`src/rtl/lif_neuron.sv`:
```
// Leaky integrate-and-fire neuron: shift leak, weighted spike integration,
// one-cycle output spike with reset-to-zero and a refractory hold-off.
module lif_neuron #(
  parameter int NUM_INPUTS     = 8,
  parameter int WEIGHT_W       = 8,
  parameter int POT_W          = 16,
  parameter int THRESHOLD      = 100,
  parameter int LEAK_SHIFT     = 4,
  parameter int REFRACTORY     = 2,
  parameter int DEFAULT_WEIGHT = 16,
  localparam int ADDR_W        = (NUM_INPUTS > 1) ? $clog2(NUM_INPUTS) : 1
) (
  input  logic                  clk,
  input  logic                  rstn,
  input  logic [NUM_INPUTS-1:0] spike_in,
  input  logic                  cfg_we,
  input  logic [ADDR_W-1:0]     cfg_addr,
  input  logic [WEIGHT_W-1:0]   cfg_wdata,
  output logic                  spike_out,
  output logic [POT_W-1:0]      v_mem
);

  // Wide enough that leak, weight sum and potential never overflow together.
  localparam int INT_W = POT_W + ADDR_W + 2;
  localparam int REF_W = (REFRACTORY > 0) ? $clog2(REFRACTORY + 1) : 1;

  localparam logic signed [WEIGHT_W-1:0] W_DEF    = WEIGHT_W'(DEFAULT_WEIGHT);
  localparam logic        [POT_W-1:0]    THR      = POT_W'(THRESHOLD);
  localparam logic        [REF_W-1:0]    REF_LOAD = REF_W'(REFRACTORY);

  logic signed [WEIGHT_W-1:0] weight [NUM_INPUTS];
  logic        [REF_W-1:0]    refr_cnt;

  logic signed [INT_W-1:0]    sum_p0;
  logic signed [INT_W-1:0]    v_ext_p0;
  logic signed [INT_W-1:0]    leak_ext_p0;
  logic signed [INT_W-1:0]    v_int_p0;
  logic        [POT_W-1:0]    v_sat_p0;
  logic                       fire_p0;

  function automatic logic signed [INT_W-1:0] sext_w(input logic signed [WEIGHT_W-1:0] w);
    sext_w = {{(INT_W-WEIGHT_W){w[WEIGHT_W-1]}}, w};
  endfunction

  // Saturate the wide signed intermediate into the unsigned potential range.
  function automatic logic [POT_W-1:0] sat_pot(input logic signed [INT_W-1:0] x);
    if (x[INT_W-1])
      sat_pot = '0;
    else if (|x[INT_W-2:POT_W])
      sat_pot = '1;
    else
      sat_pot = x[POT_W-1:0];
  endfunction

  always_comb begin
    sum_p0 = '0;
    for (int i = 0; i < NUM_INPUTS; i++) begin
      if (spike_in[i])
        sum_p0 = sum_p0 + sext_w(weight[i]);
    end
  end

  assign v_ext_p0    = {{(INT_W-POT_W){1'b0}}, v_mem};
  assign leak_ext_p0 = {{(INT_W-POT_W){1'b0}}, (v_mem >> LEAK_SHIFT)};
  assign v_int_p0    = v_ext_p0 - leak_ext_p0 + sum_p0;
  assign v_sat_p0    = sat_pot(v_int_p0);
  assign fire_p0     = (v_sat_p0 >= THR);

  // Weights written this edge are only seen by integration from the next edge.
  always_ff @(posedge clk or posedge rstn) begin
    if (rstn) begin
      for (int i = 0; i < NUM_INPUTS; i++)
        weight[i] <= W_DEF;
    end else if (cfg_we && (32'(cfg_addr) < NUM_INPUTS)) begin
      weight[cfg_addr] <= cfg_wdata;
    end
  end

  // ---- stage boundary: integrate / fire into membrane register ----
  always_ff @(posedge clk or posedge rstn) begin
    if (rstn) begin
      v_mem     <= '0;
      spike_out <= 1'b0;
      refr_cnt  <= '0;
    end else if (refr_cnt != '0) begin
      v_mem     <= '0;
      spike_out <= 1'b0;
      refr_cnt  <= refr_cnt - REF_W'(1);
    end else if (fire_p0) begin
      v_mem     <= '0;
      spike_out <= 1'b1;
      refr_cnt  <= REF_LOAD;
    end else begin
      v_mem     <= v_sat_p0;
      spike_out <= 1'b0;
    end
  end

endmodule

```
`config.mk`:
```
export PLATFORM = sky130hd
export DESIGN_NAME = lif_neuron
export DESIGN_NICKNAME = d
export VERILOG_FILES = /design/src/rtl/lif_neuron.sv
export SDC_FILE = /design/constraint.sdc
export NUM_CORES = 1
export LEC_CHECK = 0
export ABC_AREA = 1
export BUFFER_PORTS_ARGS = -buffer_cell sky130_fd_sc_hd__buf_2
export CAP_MARGIN = 40
export CORE_UTILIZATION = 65
export DETAILED_ROUTE_END_ITERATION = 6
export PLACE_DENSITY = 0.83
export SLEW_MARGIN = 20
export SYNTH_ARGS = -nofsm -noshare
export SYNTH_HDL_FRONTEND = slang
export SYNTH_SLANG_ARGS = --single-unit
```
`constraint.sdc`:
```
create_clock -name clk -period 13.15 [get_ports clk]
set_input_delay 1.315 -clock clk [delete_from_list [all_inputs] [get_ports clk]]
set_output_delay 1.315 -clock clk [all_outputs]
set_load 0.03 [all_outputs]
```
Word level (Yosys, flattened, before mapping):

Cells that the tools add are included.

* $add $sub $neg: 10
* order comparisons: 3
* muxes and demuxes: 19
* bitwise gates (word level): 1
* reduce and logical (&&, ||, !) cells: 4

Operators with widths (count)
* $mux W21: 8
* $add A21 B8 Y21: 7
* $bwmux W64: 1
* $mux W16: 4
* $demux W8 S3: 1
* $add A17 B21 Y21: 1
* $sub A16 B12 Y17: 1
* $ge A16 B7 Y1 const B: 1
* $mux W8: 1
* $ge A4 B4 Y1 const B: 1
* $lt A4 B1 Y1 const B: 1
* $mux W2: 2
* $not A3 Y4: 1
* $reduce_bool A2 Y1: 2
* $reduce_or A4 Y1: 1
* $mux W1: 2
* $sub A2 B1 Y2 const B: 1
* $logic_and A1 B1 Y1: 1

* register bits: 83
* bits of input ports: 22
* output and inout port bits: 17
* word-level logic and storage cells: 48

Longest topological paths before layout:

Gate-level depths: netlist (run 1).

* depth in word-level cells: 22
* gate-level depth with buffers: 86
* gate-level depth less buffers: 85

Least setup slack after synthesis (run 1):

No wires, ideal clock.

* path type: input-to-reg
* from: in spike_in[0]
* to: reg v_mem[0]
* arrival: 11.823 ns
* required time: 13.077 ns
* slack: 1.254 ns
* stages on the path: 77
* path buffers: 1
* path through: buf_6 > nand2_1 > inv_1 > ha_1 > a21oi_1 > nand2_1 > nand3_1 > nand3_1 > nand4_1 > o21a_1 > fa_1 > inv_1 > o21ai_0 > inv_1 > ha_1 > nand2_1 > nor2_1 > nand2_1 > [41 not listed] > nand3_1 > or2_2 > nand3_1 > nand2_1 > ha_1 > nand2_1 > inv_1 > a221oi_1 > nand3_1 > nand2_1 > nand2_1 > nor2_1 > nand2_2 > nor3_2 > nand3_1 > inv_1 > nand4_4 > nor2_2

* word-level cells in the longest chain between the ends: 22

RTL lines
* start: declaration: RTL line 15 `input logic [NUM_INPUTS-1:0] spike_in,`
* $mux W21 *: RTL line 58 `if (spike_in[i])`
* $add A21 B8 Y21: RTL line 59 `sum_p0 = sum_p0 + sext_w(weight[i]);`
* $mux W21 *: RTL line 58
* $add A21 B8 Y21: RTL line 59
* $mux W21 *: RTL line 58
* $add A21 B8 Y21: RTL line 59
* $mux W21 *: RTL line 58
* $add A21 B8 Y21: RTL line 59
* [6 not listed]
* $mux W21 *: RTL line 58
* $add A17 B21 Y21 *: RTL line 65 `assign v_int_p0 = v_ext_p0 - leak_ext_p0 + sum_p0;`
* $reduce_or A4 Y1: RTL line 49 `else if (|x[INT_W-2:POT_W])`
* $mux W16: RTL line 49
* $mux W16 *: RTL line 47 `if (x[INT_W-1])`
* $ge A16 B7 Y1: RTL line 67 `assign fire_p0 = (v_sat_p0 >= THR);`
* $mux W16 *: RTL line 89 `end else if (fire_p0) begin`
* $mux W16 *: RTL line 85 `end else if (refr_cnt != '0) begin`
* end signal: assignment: RTL line 94 `v_mem <= v_sat_p0;`
* end: declaration: RTL line 20 `output logic [POT_W-1:0] v_mem`

Every way passes the cells marked *; elsewhere a longest branch is shown, timed or not.
A chain may end at the register's enable or synchronous reset.

Final worst setup path (run 1):

* from: in spike_in[0]
* to: reg refr_cnt[1]

* word-level cells in the longest chain between the ends: 21

RTL lines
* $mux W21 *: RTL line 58
* $add A21 B8 Y21: RTL line 59
* $mux W21 *: RTL line 58
* $add A21 B8 Y21: RTL line 59
* $mux W21 *: RTL line 58
* $add A21 B8 Y21: RTL line 59
* $mux W21 *: RTL line 58
* $add A21 B8 Y21: RTL line 59
* [5 not listed]
* $add A21 B8 Y21: RTL line 59
* $mux W21 *: RTL line 58
* $add A17 B21 Y21 *: RTL line 65
* $reduce_or A4 Y1: RTL line 49
* $mux W16: RTL line 49
* $mux W16 *: RTL line 47
* $ge A16 B7 Y1 *: RTL line 67
* $reduce_bool A2 Y1 (no line) *
* end signal: assignment: RTL line 88 `refr_cnt <= refr_cnt - REF_W'(1);`
* end: declaration: RTL line 32 `logic [REF_W-1:0] refr_cnt;`

Marked as above.

==> impl_metrics.tcl, run 1 <==
set metrics [dict create \
    design.core.area_sq_mm 0.0195 \
    viasPerCell 5.82 \
    synthAdderAreaFrac_pct 18.0 \
    clock_sinks 83 \
    drtIter0Drc 1153 \
    grt_pass1_vias 12200 \
    crit_end "refr_cnt[1]$_DFFE_PP0P_" \
    hold_depth 2 \
    drt-wirelength-per-cell_um 15.4 \
    core.rowCount 51 \
    setup_viol 0 \
    p_seq_share_pct 9.3 \
    hold_buffers 0 \
    diodes 0 \
    avgSynthCellArea_sq_um 6.37 \
    worstSetupStartpointType "primary input" \
    dr_total_vias 13600 \
    multi_input_area_sq_mm 0.0100 \
    seq_area_sq_mm 0.00209 \
    r2r-end "refr_cnt[1]$_DFFE_PP0P_" \
    crit_top_cell "nand2_1" \
    synthSimpleGateAreaFrac_pct 31.8 \
    hold_class "register to register" \
    die-area_sq_mm 0.0204 \
    crit_path_end_kind "register" \
    synth.area.top_cells "ha_1 (16%), nand2_1 (16%), dfrtp_1 (15%)" \
    ys_ff_latch 83 \
    slew_viol_final 0 \
    dp_hpwl_um 29000 \
    floorplan.initialDensity_pct 66.3 \
    async_flop_share_pct 100 \
    syn2layout_area_growth_pct 8.87 \
    hold_viol_final 0 \
    syn_inst 2024 \
    reg2reg_slack_ns 1.40 \
    timing.hold.ws_ns 0.497 \
    path_clk_slew_ns 0.06 \
    syn_area_sq_mm 0.0129 \
    worstSetupPathType "primary input to register" \
    startpoint "spike_in[0]" \
    synthMuxAreaShare_pct 0 \
    grt_pass1_wl_um 57800 \
    reg2reg_depth 80 \
    dr.pass1.iters 6 \
    fmax_mhz 80.2 \
    yosysTopAreaCell "ha_1" \
    grt_max_degree 51 \
    numCtsBuffers 9 \
    p_sw_uw 2140 \
    worstPathRequired_ns 13.38 \
    skew_ns 0.00626 \
    synth.yosys.warnings 0 \
    track_usage_pct 35.6 \
    routabilityCongestion 1.01 \
    synth_top_family_by_area "simple AND/OR/NAND/NOR gates" \
    worstMarginPinSlew_ns 0.818 \
    period_share_pct 94.8 \
    postRouteAntennaNets 0 \
    r2r-start "weight[57]$_DFFE_PP0P_" \
    p_clk_share_pct 7.3 \
    synth_compound_area_share_pct 19.2 \
    period_minus_slack_ns 12.46 \
    synth-main-ff-cell "dfrtp_1" \
    synth_xor_xnor_area_share_pct 6.52 \
    placed_cells 2315 \
    worstSkewPairLatency_ns 0.34 \
    cts-root-buf "clkbuf_16" \
    irDropWorstVdd_v 0.000132 \
    total_leakage_power_uw 0.00742 \
    boundaryPins 39 \
    tns_ns 0 \
    drc 0 \
    overflow 0 \
    synth_top_area_share_pct 16.3 \
    arrival_ns 12.70 \
    fillCellCount 1715 \
    wl_um 36100 \
    io_buffers 38 \
    maxSlewHeadroom_pct 45.4 \
    synth_seq_area_share_pct 16.2 \
    power_density_mw_per_mm2 272 \
    cpPeakStageDelay_ns 0.50 \
    fin_cells 2337 \
    drive_gt1_share_pct 9.03 \
    sw_frac_of_total_pct 56.1 \
    cts_tree "built" \
    die_w_um 143 \
    critPathMaxFanout 6 \
    drv_cap 0 \
    comb_power_share_pct 83.4 \
    clock_path_buffers 2 \
    status "finished clean" \
    ys_types 49 \
    antenna_found_initial 0 \
    cts_max_level 3 \
    p_total_uw 3830 \
    p_int_uw 1680 \
    layout.nets 2268 \
    synth_edf_count 0 \
    crit_path_top_delay_cell "fa_1" \
    die_h_um 143 \
]
cell usage after synthesis (all sizes together), types with 20 or more instances:
library cell	n
nand2	566
inv	244
o21ai	188
a21oi	170
ha	168
nand3	151
nor2	120
dfrtp	75
xor2	64
xnor2	32
or2	22
clkbuf	21
nand4	21
a31oi	20
nor3	20
worst max-delay path, delay by kind of cell:
| kind | cells | cell delay (ns) |
|---|---|---|
| AND/OR/NAND/NOR | 46 | 5.11 |
| XOR/XNOR | 4 | 0.68 |
| buffers and inverters | 7 | 0.49 |
| adder cells (fa/ha/maj) | 9 | 2.91 |
| AO/OA/AOI/OAI | 15 | 2.17 |
layout make-up:
| class | count | area share [%] |
|---|---|---|
| Timing Repair Buffer | 58 | 2.62 |
| Clock buffer | 11 | 1.73 |
| Tap cell | 265 | 2.36 |
| Multi-Input combinational cell | 1671 | 71.3 |
| Sequential cell | 83 | 14.9 |
| Clock inverter | 5 | 0.597 |
| Inverter | 244 | 6.53 |
worst min-delay path by stage:
stage / to / start / slack (ns)
after global routing: weight[12]$_DFFE_PP1P_ / weight[12]$_DFFE_PP1P_ / 0.51
final: weight[19]$_DFFE_PP0P_ / weight[19]$_DFFE_PP0P_ / 0.50
after floorplan: weight[62]$_DFFE_PP0P_ / weight[62]$_DFFE_PP0P_ / 0.45
after detailed placement: weight[11]$_DFFE_PP0P_ / weight[11]$_DFFE_PP0P_ / 0.48
after global placement: weight[19]$_DFFE_PP0P_ / weight[19]$_DFFE_PP0P_ / 0.47
after CTS: weight[43]$_DFFE_PP0P_ / weight[43]$_DFFE_PP0P_ / 0.50
flip-flops by register name, summed over array words and instances, names as in the netlist:
signal and flops:
spike_out 1, refr_cnt 2, weight 64, v_mem 16
placed cells by master, fill, tap and decap left out, types with 6 or more instances in the layout:
cell	synthesis	routed
and2_1	19	19
buf_2	6	38
fa_1	11	11
xnor2_1	32	32
o21ai_0	149	140
nor2_1	113	109
a21boi_0	8	6
nor4_1	13	10
a21oi_1	168	157
o211ai_1	10	10
a31oi_1	20	18
a21o_1	16	16
a21oi_2	1	11
nand2_1	550	548
nor3_1	18	16
clkbuf_16	0	9
nand3_1	145	144
o21bai_1	14	14
ha_1	168	162
xor2_1	64	63
nand4_1	20	20
conb_1	1	9
nand2_2	13	15
dfstp_2	8	8
o21ai_2	7	13
buf_4	0	18
dfrtp_1	75	75
o21a_1	6	6
o21ai_1	32	35
or2_2	20	20
nor2_2	7	10
nand3b_1	7	7
inv_1	242	241
logic make-up (layout without fill, tap and decap cells):
family,count (synthesis),count (layout)
other,1,9
xor gates and xnor gates,96,96
and+or+nand+nor,940,940
DFF,83,83
AOI/OAI and AO/OA,447,447
buffers and inverters,278,318
adders and majority gates,179,179
per-stage QoR:
| step | cell area (sq um) | util (%) | worst slack [ns] |
|---|---|---|---|
| finish | 14000 | 72.2 | 0.688 |
| global placement | 13400 | 68.9 | -0.198 |
| detailed placement | 13400 | 69.0 | -0.227 |
| global route | 14000 | 72.2 | -0.0506 |
| CTS | 13800 | 70.7 | 0.0523 |
| floorplan | 12900 | - | 1.25 |
routing by layer:
metal	wire [um]	track usage, %	up-vias	share of wire, %
met2	16500	59.0	461	46
met5	0	0	-	0
met4	1000	11.7	0	2.8
met1	16100	47.5	6188	45
li1	-	-	6867	-
met3	2470	4.90	92	6.8
power groups by stage:
| stage | clock network [uW] | registers, uW | logic (uW) |
|---|---|---|---|
| 5_1_grt | 291 | 363 | 3580 |
| 3_3_place_gp | 0 | 357 | 2960 |
| 6_report | 279 | 357 | 3190 |
| 4_1_cts | 281 | 355 | 3020 |
| 2_1_floorplan | 0 | 347 | 2390 |
| 3_5_place_dp | 0 | 358 | 3000 |
timing repair:
action,CTS,global route
resized for setup,0,57
endpoints found under the setup margin,0,10
buffers inserted,0,5
Note: power is estimated with default switching activity, not from simulation.
==> inputs of run 2 (changes only) <==
--- a/config.mk
+++ b/config.mk
@@ -9,8 +9,10 @@
 export BUFFER_PORTS_ARGS = -buffer_cell sky130_fd_sc_hd__buf_2
 export CAP_MARGIN = 40
 export CORE_UTILIZATION = 65
+export CTS_BUF_LIST = sky130_fd_sc_hd__clkbuf_4 sky130_fd_sc_hd__clkbuf_8 sky130_fd_sc_hd__clkbuf_16
 export DETAILED_ROUTE_END_ITERATION = 6
 export PLACE_DENSITY = 0.83
+export RECOVER_POWER = 50
 export SLEW_MARGIN = 20
 export SYNTH_ARGS = -nofsm -noshare
 export SYNTH_HDL_FRONTEND = slang
==> impl_metrics.tcl, run 2 (synthesis results as in run 1) <==
set metrics [dict create \
    status "complete, but fails checks" \
    violations "capacitance limit, slew limit" \
    irDropWorstVdd_v 0.000133 \
    pre_cts_slack_ns -0.227 \
    floorplan.initialDensity_pct 66.3 \
    track_usage_pct 35.6 \
    routabilityCongestion 1.01 \
    arrival_ns 12.63 \
    crit_path_end_kind "register" \
    drc 0 \
    setup_slack_ns 0.751 \
    multi_input_area_sq_mm 0.0100 \
    boundaryPins 39 \
    io_buffers 38 \
    wl_um 36200 \
    crit_buf_inv 7 \
    period_share_pct 94.3 \
    crit_top_cell "nand2_1" \
    hold_viol_final 0 \
    die-area_sq_mm 0.0204 \
    worstSkewPairLatency_ns 0.34 \
    layout.nets 2268 \
    grt_max_degree 51 \
    worstSetupStartpointType "primary input" \
    clock_path_buffers 2 \
    cts-root-buf "clkbuf_16" \
    overflow 0 \
    grt_pass1_vias 12200 \
    period_minus_slack_ns 12.40 \
    core.rowCount 51 \
    fmax_mhz 80.6 \
    largest_register "weight" \
    drv_cap 2 \
    seq_area_sq_mm 0.00209 \
    setup_viol 0 \
    antenna_found_initial 0 \
    total_leakage_power_uw 0.00739 \
    layout_commonest_cell "nand2_1" \
    postRouteAntennaNets 0 \
    die_h_um 143 \
    final_util_pct 72.0 \
    grt_pass1_wl_um 57800 \
    p_total_uw 3830 \
    drtIter0Drc 1140 \
    skew_ns 0.00650 \
    viasPerCell 5.85 \
    largest_register_ffs 64 \
    numCtsBuffers 9 \
    critPathMaxFanout 6 \
    die_w_um 143 \
    worstSetupPathType "primary input to register" \
    maxSlewHeadroom_pct -77.3 \
    cts_max_level 3 \
    drive_gt1_share_pct 8.88 \
    dr_total_vias 13700 \
    crit_path_top_delay_cell "fa_1" \
    power_density_mw_per_mm2 273 \
    dr.pass1.iters 6 \
    syn2layout_area_growth_pct 8.64 \
    timing.hold.ws_ns 0.497 \
    cpPeakStageDelay_ns 0.50 \
    dp_hpwl_um 29000 \
    cts_tree "built" \
    worstMarginPinSlew_ns 2.66 \
    reg.largest.list "weight: 64 flops, v_mem: 16 flops, refr_cnt: 2 flops" \
    slew_viol_final 86 \
    path_clk_slew_ns 0.06 \
    cpLargestDelayFamily "simple AND/OR/NAND/NOR gates" \
    final_cell_mix "nand2_1 (548), inv_1 (241), ha_1 (162)" \
    tns_ns 0 \
    clock_sinks 83 \
    diodes 0 \
    design.core.area_sq_mm 0.0195 \
    worstPathRequired_ns 13.38 \
    fillCellCount 1722 \
    drt-wirelength-per-cell_um 15.5 \
    hold_class "register to register" \
]
==> run 2: changes by cell type in the layout (fill, tap and decap cells not counted) <==
cell        change
buf_16          -1
clkbuf_1        +3
buf_2           -1
clkinvlp_2      +1
clkbuf_4        +1
buf_4           -2
clkinv_2        -1
==> run 2: worst paths after layout <==
| path | from | endpoint | slack [ns] | cells after the start |
|---|---|---|---|---|
| setup / recovery | spike_in[0] | refr_cnt[1]$_DFFE_PP0P_ | 0.75 | 81 |
| max in group asynchronous | rstn | weight[23]$_DFFE_PP0P_ | 8.22 | 4 |
| hold / removal | weight[43]$_DFFE_PP0P_ | weight[43]$_DFFE_PP0P_ | 0.50 | 2 |
| setup reg to reg | weight[57]$_DFFE_PP0P_ | refr_cnt[1]$_DFFE_PP0P_ | 1.46 | 80 |
| hold reg to reg | weight[43]$_DFFE_PP0P_ | weight[43]$_DFFE_PP0P_ | 0.50 | 2 |
| min in group asynchronous | rstn | v_mem[11]$_DFF_PP0_ | 1.64 | 3 |
==> run 2: layout make-up <==
| cell class | count | share of cell area [%] |
|---|---|---|
| Tap cell | 265 | 2.37 |
| Timing Repair Buffer | 58 | 2.39 |
| Clock buffer | 11 | 1.76 |
| Multi-Input combinational cell | 1671 | 71.4 |
| Clock inverter | 5 | 0.598 |
| Sequential cell | 83 | 14.9 |
| Inverter | 244 | 6.54 |
==> run 2: what timing repair did <==
item                       4_1_cts  5_1_grt
gates resized for setup          0       57
hold buffers                     0        0
buffers inserted                 0        5
setup endpoints to repair        0       10
hold endpoints to repair         0        0
==> run 2: worst reg2reg max path, delay by kind of cell (launching register included) <==
kind                       cells  cell delay (ns)
AOI/OAI and AO/OA             14             2.01
xor gates and xnor gates       4             0.68
adders and majority gates      9             2.91
buffers and inverters          6             0.36
DFF                            1             0.39
and+or+nand+nor               47             5.23
==> run 2: power by group <==
| group | internal (uW) | leakage, uW | switching, uW | total (uW) |
|---|---|---|---|---|
| Clock | 174 | 0.000156 | 109 | 283 |
| Sequential | 302 | 0.00102 | 55.4 | 357 |
| Combinational | 1210 | 0.00622 | 1990 | 3190 |
==> run 2: layer usage <==
| layer | share of wire, % | wire, um | up-vias | global-route usage (%) |
|---|---|---|---|---|
| met5 | 0 | 0 | - | 0 |
| met4 | 2.8 | 1020 | 0 | 11.9 |
| met3 | 6.7 | 2440 | 88 | 4.90 |
| met2 | 45 | 16500 | 482 | 58.9 |
| met1 | 45 | 16300 | 6250 | 47.5 |
| li1 | - | - | 6861 | - |
==> run 2: per-stage QoR <==
| step | cells | instance area, sq um |
|---|---|---|
| 5_1_grt | 2337 | 14000 |
| 3_5_place_dp | 2315 | 13400 |
| 2_1_floorplan | 2032 | 12900 |
| 6_report | 2337 | 14000 |
| 4_1_cts | 2331 | 13800 |
| 3_3_place_gp | 2314 | 13400 |
